## src/rtl/seven_seg_scan_ctrl.sv

```systemverilog
// Scan controller that time-shares one external hex-to-7-seg decoder across NUM_DIGITS digits,
// with per-slot blanking, leading-zero suppression and frame-boundary value update.
module seven_seg_digit_gate #(
    parameter int K  = 0,
    parameter int IW = 2
) (
    input  logic [IW-1:0] idx,
    input  logic          show,
    input  logic          lz_suppress,
    input  logic          zero_here,
    output logic          lit
);
    assign lit = (idx == IW'(K)) & show & ~(lz_suppress & zero_here);
endmodule

module seven_seg_scan_ctrl #(
    parameter int NUM_DIGITS   = 4,
    parameter int REFRESH_DIV  = 50000,
    parameter int BLANK_CYCLES = 500
) (
    input  logic                    clk,
    input  logic                    rst_n,
    input  logic                    en,
    input  logic [4*NUM_DIGITS-1:0] value,
    input  logic                    load,
    input  logic                    lz_suppress,
    output logic [3:0]              dec_bits,
    input  logic [6:0]              dec_seg,
    output logic [6:0]              seg,
    output logic [NUM_DIGITS-1:0]   digit_en,
    output logic                    frame_tick
);
    localparam int NW         = 4 * NUM_DIGITS;
    localparam int IW         = (NUM_DIGITS > 1) ? $clog2(NUM_DIGITS) : 1;
    localparam int CW         = $clog2(REFRESH_DIV);
    localparam int SHOW_LAST  = REFRESH_DIV - BLANK_CYCLES - 1;
    localparam int BLANK_LAST = (BLANK_CYCLES > 0) ? BLANK_CYCLES - 1 : 0;
    localparam int IDX_LAST   = NUM_DIGITS - 1;

    typedef enum logic [1:0] {IDLE, SHOW, BLANK} state_t;

    state_t          state, state_n;
    logic [IW-1:0]   idx, idx_n;
    logic [CW-1:0]   cnt, cnt_n;
    logic [NW-1:0]   pending, active, active_n;
    logic            fstart;
    logic            show_q;

    logic [NUM_DIGITS-1:0][3:0] act_nib;
    logic [NUM_DIGITS-1:0]      lit_vec;
    logic [NUM_DIGITS:1]        zchain;
    logic [3:0]                 dec_bits_n;

    // ---------------- state register ----------------
    always_ff @(posedge clk or negedge rst_n) begin
        if (!rst_n) begin
            state      <= IDLE;
            idx        <= '0;
            cnt        <= '0;
            pending    <= '0;
            active     <= '0;
            dec_bits   <= '0;
            digit_en   <= '0;
            frame_tick <= 1'b0;
            show_q     <= 1'b0;
        end else begin
            state      <= state_n;
            idx        <= idx_n;
            cnt        <= cnt_n;
            active     <= active_n;
            if (load)
                pending <= value;
            // outputs are computed from next-state values so they line up with state
            dec_bits   <= dec_bits_n;
            digit_en   <= lit_vec;
            frame_tick <= fstart;
            show_q     <= |lit_vec;
        end
    end

    // ---------------- next-state logic ----------------
    always_comb begin
        logic slot_end;
        state_n  = state;
        idx_n    = idx;
        cnt_n    = cnt;
        active_n = active;
        fstart   = 1'b0;
        slot_end = 1'b0;
        if (!en) begin
            state_n = IDLE;
            idx_n   = '0;
            cnt_n   = '0;
        end else begin
            case (state)
                IDLE: begin
                    state_n  = SHOW;
                    idx_n    = '0;
                    cnt_n    = '0;
                    active_n = pending;
                    fstart   = 1'b1;
                end
                SHOW: begin
                    if (cnt == CW'(SHOW_LAST)) begin
                        cnt_n = '0;
                        if (BLANK_CYCLES > 0) state_n  = BLANK;
                        else                  slot_end = 1'b1;
                    end else begin
                        cnt_n = cnt + 1'b1;
                    end
                end
                BLANK: begin
                    if (cnt == CW'(BLANK_LAST)) begin
                        cnt_n    = '0;
                        slot_end = 1'b1;
                    end else begin
                        cnt_n = cnt + 1'b1;
                    end
                end
                default: begin
                    state_n = IDLE;
                    idx_n   = '0;
                    cnt_n   = '0;
                end
            endcase
            if (slot_end) begin
                state_n = SHOW;
                if (idx == IW'(IDX_LAST)) begin
                    idx_n    = '0;
                    active_n = pending;
                    fstart   = 1'b1;
                end else begin
                    idx_n = idx + 1'b1;
                end
            end
        end
    end

    // ---------------- output logic ----------------
    assign act_nib        = active_n;
    assign zchain[NUM_DIGITS] = 1'b1;

    // zchain[k] = nibbles k..top of the next active value are all zero
    genvar k;
    generate
        for (k = 0; k < NUM_DIGITS; k++) begin : g_dig
            logic zero_here;
            if (k == 0) begin : g_lsd
                assign zero_here = 1'b0;
            end else begin : g_upper
                assign zchain[k] = zchain[k+1] & (act_nib[k] == 4'h0);
                assign zero_here = zchain[k];
            end
            seven_seg_digit_gate #(.K(k), .IW(IW)) u_gate (
                .idx         (idx_n),
                .show        (state_n == SHOW),
                .lz_suppress (lz_suppress),
                .zero_here   (zero_here),
                .lit         (lit_vec[k])
            );
        end
    endgenerate

    always_comb begin
        dec_bits_n = '0;
        if (state_n != IDLE)
            dec_bits_n = act_nib[idx_n];
    end

    assign seg = dec_seg & {7{show_q}};

endmodule
```

## config.mk

```make
export PLATFORM = sky130hd
export DESIGN_NAME = seven_seg_scan_ctrl
export DESIGN_NICKNAME = d
export VERILOG_FILES = /design/src/rtl/seven_seg_scan_ctrl.sv
export SDC_FILE = /design/constraint.sdc
export NUM_CORES = 1
export LEC_CHECK = 0
export CORE_MARGIN = 10
export CORE_UTILIZATION = 58
export CTS_CLUSTER_SIZE = 30
export DETAILED_ROUTE_END_ITERATION = 8
export PLACE_DENSITY = 0.84
export SLEW_MARGIN = 20
export SYNTH_ARGS = -nofsm -noshare
export SYNTH_HDL_FRONTEND = slang
export SYNTH_SLANG_ARGS = --single-unit
```

## constraint.sdc

```tcl
create_clock -name clk -period 7.06 [get_ports clk]
set_input_delay 0.706 -clock clk [delete_from_list [all_inputs] [get_ports clk]]
set_output_delay 0.706 -clock clk [all_outputs]
set_load 0.05 [all_outputs]
```

# ---- After elaboration in Yosys (flattened, before gate mapping)
# Cells that the tools add are included.
dict set report op_classes {
  eq_ne 9
  add_sub_neg 2
  n_bitwise 16
  n_reduce_logical 8
  order_cmp 1
  n_mux 26
}
# cell n
set ops {}
lappend ops {{$mux W16} 7}
lappend ops {{$pmux W16 S2} 1}
lappend ops {{$add A16 B1 Y16 const B} 1}
lappend ops {{$eq A16 B16 Y1 const B} 1}
lappend ops {{$eq A16 B9 Y1 const B} 1}
lappend ops {{$mux W2} 7}
lappend ops {{$and A1 B1 Y1} 12}
lappend ops {{$logic_not A4 Y1} 3}
lappend ops {{$bmux W4 S2} 1}
lappend ops {{$eq A2 B2 Y1 const B} 4}
lappend ops {{$mux W4} 2}
lappend ops {{$and A7 B7 Y7} 1}
lappend ops {{$mux W1} 7}
lappend ops {{$eq A2 B1 Y1 const B} 3}
lappend ops {{$pmux W2 S3} 1}
lappend ops {{$logic_not A2 Y1} 2}
lappend ops {{$reduce_or A4 Y1} 1}
lappend ops {{$lt A2 B3 Y1 const B} 1}
lappend ops {{$not A1 Y1} 3}
lappend ops {{$add A2 B1 Y2 const B} 1}
lappend ops {{$reduce_bool A2 Y1} 1}
lappend ops {{$reduce_or A2 Y1} 1}
dict set report word_totals {
  in_bits 28
  register_bits 62
  out_inout_bits 16
  word_cells 71
}

# ---- Logic depth before layout (Yosys ltp)
# Gate-level depths: netlist (run 1).
dict set report logic_depth {
  word_depth 13
  depth_mapped 11
  ltp_nobuf 9
}

# ---- Cells and area by module
# From an unflattened synthesis (run 1), not the netlist that was laid out.
dict set report hier_totals {
  cells_unflattened 301
  hier_area_um2 3231.8
}
# module area_each_um2 n_inst cells_per_inst seq_area_each_um2
set by_module_without_submodules {}
lappend by_module_without_submodules {seven_seg_scan_ctrl 3166.8 1 293 1551.5}
lappend by_module_without_submodules {{seven_seg_digit_gate at g_dig[1].u_gate ...} 16.3 2 2 0.0}
lappend by_module_without_submodules {{seven_seg_digit_gate at g_dig[0].u_gate} 18.8 1 2 0.0}
lappend by_module_without_submodules {{seven_seg_digit_gate at g_dig[3].u_gate} 13.8 1 2 0.0}

# ---- Least setup slack after synthesis (run 1)
# OpenSTA, ideal clock, no wires.
dict set report synth_path {
  path_type {register -> register}
  startpoint {register cnt[9]}
  endpoint {register dec_bits[1]}
  n_path_buf 2
  synth_period_minus_slack_ps 2873
  setup_time_ps 119
  path_stages_with_launch 10
  arrival_ps 2755
  t_required_ps 6941
  slack_ps 4187
  cell_sequence {dfrtp_1 -> or4b_4 -> or4_4 -> o31ai_4 -> buf_6 -> buf_8 -> mux2_2 -> mux2i_1 -> nor2_1 -> o21a_1}
}
# item line_no
set synth_lines {}
lappend synth_lines {{from (decl)} 44} ;# logic [CW-1:0] cnt, cnt_n;
lappend synth_lines {{from (signal assigned)} 69} ;# cnt <= cnt_n;
lappend synth_lines {{to (signal assigned)} 74} ;# dec_bits <= dec_bits_n;
lappend synth_lines {{to (decl)} 27} ;# output logic [3:0] dec_bits,

==> results of run 1 <==
[worst max-delay path: stages (launching register included)]
cell and delay, ns:
dfrtp_1 0.41, or4b_4 0.56, or4_4 0.58, o31ai_4 0.52, buf_8 0.24, mux2_2 0.37
nand3b_1 0.10, o221ai_1 0.12, o21a_1 0.21
[per-stage QoR]
| stage | utilization, % | hold WS (ns) |
|---|---|---|
| 2_1_floorplan | - | 0.4104 |
| 3_3_place_gp | 68.74 | 0.4670 |
| 3_5_place_dp | 68.74 | 0.4725 |
| 4_1_cts | 72.71 | 0.5074 |
| 5_1_grt | 73.00 | 0.5370 |
| 6_report | 73.00 | 0.5103 |
[where the power goes]
group / internal (mW) / switching, mW
registers: 0.421 / 0.0410
logic: 0.128 / 0.189
clock network: 0.195 / 0.131
total: 0.745 / 0.361
[cells in the final DEF, fill, tap and decap left out, types with 2 or more instances in the layout]
master and n:
nand3_1 7, nor2_1 26, and3_1 6, and2_1 8, and3_2 2, o21ai_0 4
xor2_1 8, bufinv_16 2, or4_1 2, a21oi_1 5, nor3b_1 2, mux2_2 27
ha_1 6, or2b_2 2, dfrtp_1 62, clkbuf_8 9, inv_1 12, nand2_1 19
clkdlybuf4s50_1 42, nand2b_1 2, xnor2_1 5, o21a_1 3, o22ai_1 2, mux2i_1 11
a211oi_1 2, o21ai_2 2, nor4_1 9, nand3b_1 2
[synthesized netlist by cell type (3+ instances only)]
library cell	instances	area, um^2
nor2_1	26	97.59
xor2_1	8	70.07
ha_1	6	75.07
inv_1	12	45.04
and2_1	8	50.05
mux2_2	27	304.0
nand3_1	7	35.03
dfrtp_1	62	1551
o21a_1	3	22.52
o21ai_0	4	20.02
nand2_1	19	71.32
mux2i_1	11	110.1
a21oi_1	5	25.02
clkbuf_1	3	11.26
nor4_1	9	56.30
xnor2_1	5	43.79
and3_1	6	37.54
[how the worst min path moves through the flow]
stage          startpoint    endpoint
2_1_floorplan       rst_n   active[0]
3_3_place_gp    active[3]   active[3]
3_5_place_dp    active[1]   active[1]
4_1_cts            cnt[0]      cnt[0]
5_1_grt        pending[3]  pending[3]
6_report        active[3]   active[3]
[cells by family (layout without fill, tap and decap cells)]
kind of cell | count (synthesis) | in the layout | synth area share, %
fa+ha+maj | 6 | 6 | 2.489
buf+inv | 19 | 71 | 3.110
xor+xnor | 13 | 13 | 3.774
flops | 62 | 62 | 51.43
mux | 38 | 38 | 13.73
compound gates | 28 | 28 | 7.010
simple gates | 100 | 100 | 18.46
[layout make-up]
cell class | instances | share of cell area, %
sequential | 62 | 41.88
timing repair buffer | 45 | 12.09
inverter | 12 | 1.216
clock inverter | 4 | 1.993
tap | 70 | 2.364
multi-input combinational | 185 | 37.01
clock buffer | 10 | 3.445
[sequential cells by signal (all words and copies together) (netlist names)]
register,count
show_q,1
state,2
cnt,16
pending,16
dec_bits,4
digit_en,4
active,16
frame_tick,1
idx,2
[per-layer routing]
| metal | global-route usage (%) | up-vias | part of all wire, % |
|---|---|---|---|
| met5 | 0 | - | 0 |
| met4 | 6.555 | 0 | 1.7 |
| met3 | 6.683 | 12 | 5.6 |
| met2 | 25.88 | 57 | 48 |
| met1 | 19.98 | 1031 | 45 |
| li1 | - | 1034 | - |
==> results.md, run 1 <==
* Clk slew on worst S/H paths at roughly 0.060 ns
* Residual DRC at 0
* Syn_nets at 300
* Post-CTS Setup Repair Bufs at 0
* Setup crit start kind: register
* R2R Setup Slk at 3.82 ns
* Total power draw at approximately 1.1 mW
* Register bit total from synthesis at a little over 60
* Period utilization at 45.84%
* Grt ovf at 0
* Synth Cell Area at ~3000 um^2
* Post-route ant nets at 0
* # hold bufs at CTS at 0
* Vias/cell at 5.500
* R2R cell count at 8
* Worst Setup SP: cnt[9]
* Routed vias at roughly 2100
* Share of cells above drive strength 1 at about a fifth
* R2r startpoint: cnt[9]
* Initial antenna violation count at 0
* Num rows at 26
* Die X at 92.12 um
* Distinct cells, synth at 53
* Register area share after synthesis at about half
* Die extent in y at between 90 and 100 um
* Clk sinks at 62
* Final Setup Violations at 0
* Worst Setup EP: dec_bits[0]
* TNS Setup at 0 ns
* Maximum root-to-sink buffer count at 2
* Pwr Density at approximately 300 nW/um^2
* Fraction of registers with async set/reset at between 90% and 100%
* Primary FF master, synth: dfrtp_1
* Maxcap violations at 0
* CTS tree: built
* Multi-input gate area at between 1000 and 1500 um^2
* DRT Pass-1 Iters at 4
* Leakage at roughly 1.6 nW
* Hold WC Path Type: register to register
* Crit path arrival time at ~3.5 ns
* R2r endpoint: dec_bits[0]
* Critical Path RT at 7.29 ns
* Fill count at 353
* Number of I/O pins at 44
* Die area at between 8000 and 9000 um^2
* Crit Path Max Fanout at 15
* Dpl cells at between 300 and 400
* Max Clk Rate at about 0.31 GHz
* Routed length per placed instance at between 15 and 20 um
* EDFF count, synth at 0
* Area growth syn-to-layout at 22.81%
* Worst relative slew slack at approximately 47%
* Crit path kind: register to register
* Nets at approximately 350
* DP Wirelength at roughly 4700 um
* Synthesis warning total at 0
* Endpoints failing hold at 0
* Vias in the first global route at 2319
* Post-Route WL at 6690 um
* Drt initial violations at between 150 and 200
* Min Clock Period, post-route at ~3.2 ns
* Status: completed
* Finished Layout Cells at 388
* Diode count at 0
* Avg Inst Size Synth at around 11 um^2
* Input/output buffers at between 40 and 50
* First-pass GRT wire length at roughly 11000 um
* Slew Limit Fails at 0
* Htree depth at 3
* Initial Util at 59.44%
* Core area at 5075 um^2
* Synth Instances at 266
* Dpl ws at around 3.6 ns
* Clk root buf: clkbuf_8
* Final worst slack at between 3 and 4 ns
* Clock Latency Late Sink at roughly 0.34 ns
* Post-cts sizing count at 0
* GR Util All Layers at 16.56%
* Worst Clk Skew at 0.003047 ns
* Largest net degree at the start of global routing at 63
* FF+latch area at about 1600 um^2
* Post-DP Area at approximately 3500 um^2
* Routability cong. at approximately 0.9
* Worst hold stages at 2
* RSZ-0062 raised after global routing: false
* Final instance area at ~3700 um^2
* Slew @ Worst Pin at 0.7841 ns
* TritonCTS Buffers at 9
* CP endpoint kind: register
* Worst vdd ir at between 0.2 and 0.3 mV
(Power assumes the default switching activity.)
==> inputs of run 2 (changes only) <==
Settings changed: CORE_UTILIZATION 58 to 54, PLACE_DENSITY 0.84 to 0.79.
Clock period 7.06 ns to 3.2 ns, I/O delays scaled along.
==> results.md, run 2 (synthesis results as in run 1) <==
* Commonest non-fill, non-tap cells in the layout: 62 x dfrtp_1, 42 x clkdlybuf4s50_1, 27 x mux2_2
* Fill count at about 430
* Crit path arrival time at 3.21 ns
* Core area at 5473 um^2
* Dpl cells at approximately 380
* Final Setup Violations at 0
* Die extent in y at between 90 and 100 um
* Clock Latency Late Sink at ~0.34 ns
* CP endpoint kind: register
* Routed vias at 2164
* Routability cong. at slightly below 0.9
* Commonest non-fill, non-tap cell in the layout: dfrtp_1
* Maxcap violations at 0
* Period utilization at a little over 90%
* Nets at roughly 350
* Finished Layout Cells at 396
* Largest net degree at the start of global routing at 46
* Post-route ant nets at 0
* Initial antenna violation count at 0
* Endpoints failing hold at 0
* Hold WC Path Type: primary input to asynchronous set/reset pin
* Slew @ Worst Pin at ~0.7 ns
* Crit path kind: register to register
* Input/output buffers at between 40 and 50
* Worst relative slew slack at a little over half
* TritonCTS Buffers at 9
* GR Util All Layers at between 15 and 20%
* Number of I/O pins at 44
* R2r startpoint: cnt[9]
* Clk slew on worst S/H paths at approximately 0.07 ns
* Worst vdd ir at approximately 0.4 mV
* DRT Pass-1 Iters at 4
* Clk sinks at 62
* Slew Limit Fails at 0
* Residual DRC at 0
* Die area at ~9000 um^2
* Clk root buf: clkbuf_8
* Vias/cell at between 5 and 6
* Diode count at 0
* Worst Clk Skew at between 0.009 and 0.01 ns
* First-pass GRT wire length at approximately 10000 um
* Setup crit start kind: register
* Min Clock Period, post-route at 2.968 ns
* Area growth syn-to-layout at 23.72%
* Critical Path RT at 3.44 ns
* Htree depth at 3
* Num rows at 27
* Drt initial violations at roughly 150
* Maximum root-to-sink buffer count at 2
* Initial Util at around 55%
* CTS tree: built
* Max Clk Rate at ~0.34 GHz
* R2R Setup Slk at 0.23 ns
* DP Wirelength at 4847 um
* Grt ovf at 0
* Leakage at 1.632 nW
* TNS Setup at 0 ns
* Status: completed
* Pwr Density at 636.0 nW/um^2
* R2R cell count at 8
* Crit Path Max Fanout at 21
* Post-CTS Setup Repair Bufs at 0
* Vias in the first global route at roughly 2100
* Largest registers: active (16), cnt (16), pending (16)
* Die X at between 90 and 100 um
* R2r endpoint: dec_bits[0]
* Post-Route WL at approximately 6500 um
* RSZ-0062 raised after global routing: false
* Share of cells above drive strength 1 at about a fifth
* Routed length per placed instance at roughly 16 um
[run 2: cell types whose count changed in the layout (fill, tap and decap cells not counted)]
cell	previous run	this run
buf_12	0	1
buf_8	1	0
clkinvlp_4	0	1
buf_4	1	4
bufinv_16	2	1
dlygate4sd3_1	0	1
clkinv_4	1	0
inv_6	0	1
clkinv_2	1	3
[run 2: worst max path at each step]
stage	startpoint	to	cells after the start
5_1_grt	cnt[9]	dec_bits[0]	8
3_3_place_gp	cnt[9]	dec_bits[2]	8
2_1_floorplan	cnt[9]	dec_bits[1]	9
3_5_place_dp	cnt[9]	dec_bits[2]	8
4_1_cts	cnt[9]	dec_bits[0]	8
6_report	cnt[9]	dec_bits[0]	8
[run 2: power by group]
part	internal (mW)	total [mW]	leakage [nW]	switching, mW
logic	0.287	0.694	0.749	0.407
registers	0.929	1.02	0.786	0.0866
clock network	0.358	0.664	0.0964	0.306
total	1.57	2.37	1.63	0.800
[run 2: per-stage QoR]
step	area, um^2	utilization, %	total power, mW	setup WS, ns	hold WS (ns)
after floorplan	3017	-	1.482	0.3266	0.02441
after global placement	3533	64.56	1.705	0.2870	0.2603
after detailed placement	3533	64.56	1.725	0.2405	0.2703
after CTS	3732	68.20	2.394	0.2297	0.4303
after global routing	3732	68.20	2.488	0.1188	0.4808
final	3732	68.20	2.374	0.2316	0.4300
[run 2: cell type report]
type                    instances  area, um^2  area share (%)
multi-input cells             185        1371           36.74
inverters                      12       45.04           1.207
flip-flops and latches         62        1551           41.57
repair buffers                 49       485.5           13.01
well taps                      72       90.09           2.414
clock inverters                 6       61.31           1.643
clock buffers                  10       127.6           3.419
[run 2: metal layers]
layer	wire length [um]	vias up	global-route usage (%)
li1	-	1039	-
met1	2991	1052	19.41
met2	2923	56	22.03
met3	373	17	4.441
met4	172	0	8.479
met5	0	-	0
[run 2: timing repair]
item / in CTS / in global routing
hold buffers: 1 / 0
setup endpoints to repair: 0 / 0
hold endpoints to repair: 17 / 0
resized for setup: 0 / 0
[run 2: worst max-delay path, stage by stage (launching register included)]
cell and delay, ns:
dfrtp_1 0.41, or4b_4 0.56, or4_4 0.58, o31ai_4 0.27, buf_12 0.22, mux2_2 0.37
nand3b_1 0.12, o221ai_1 0.13, o21a_1 0.19
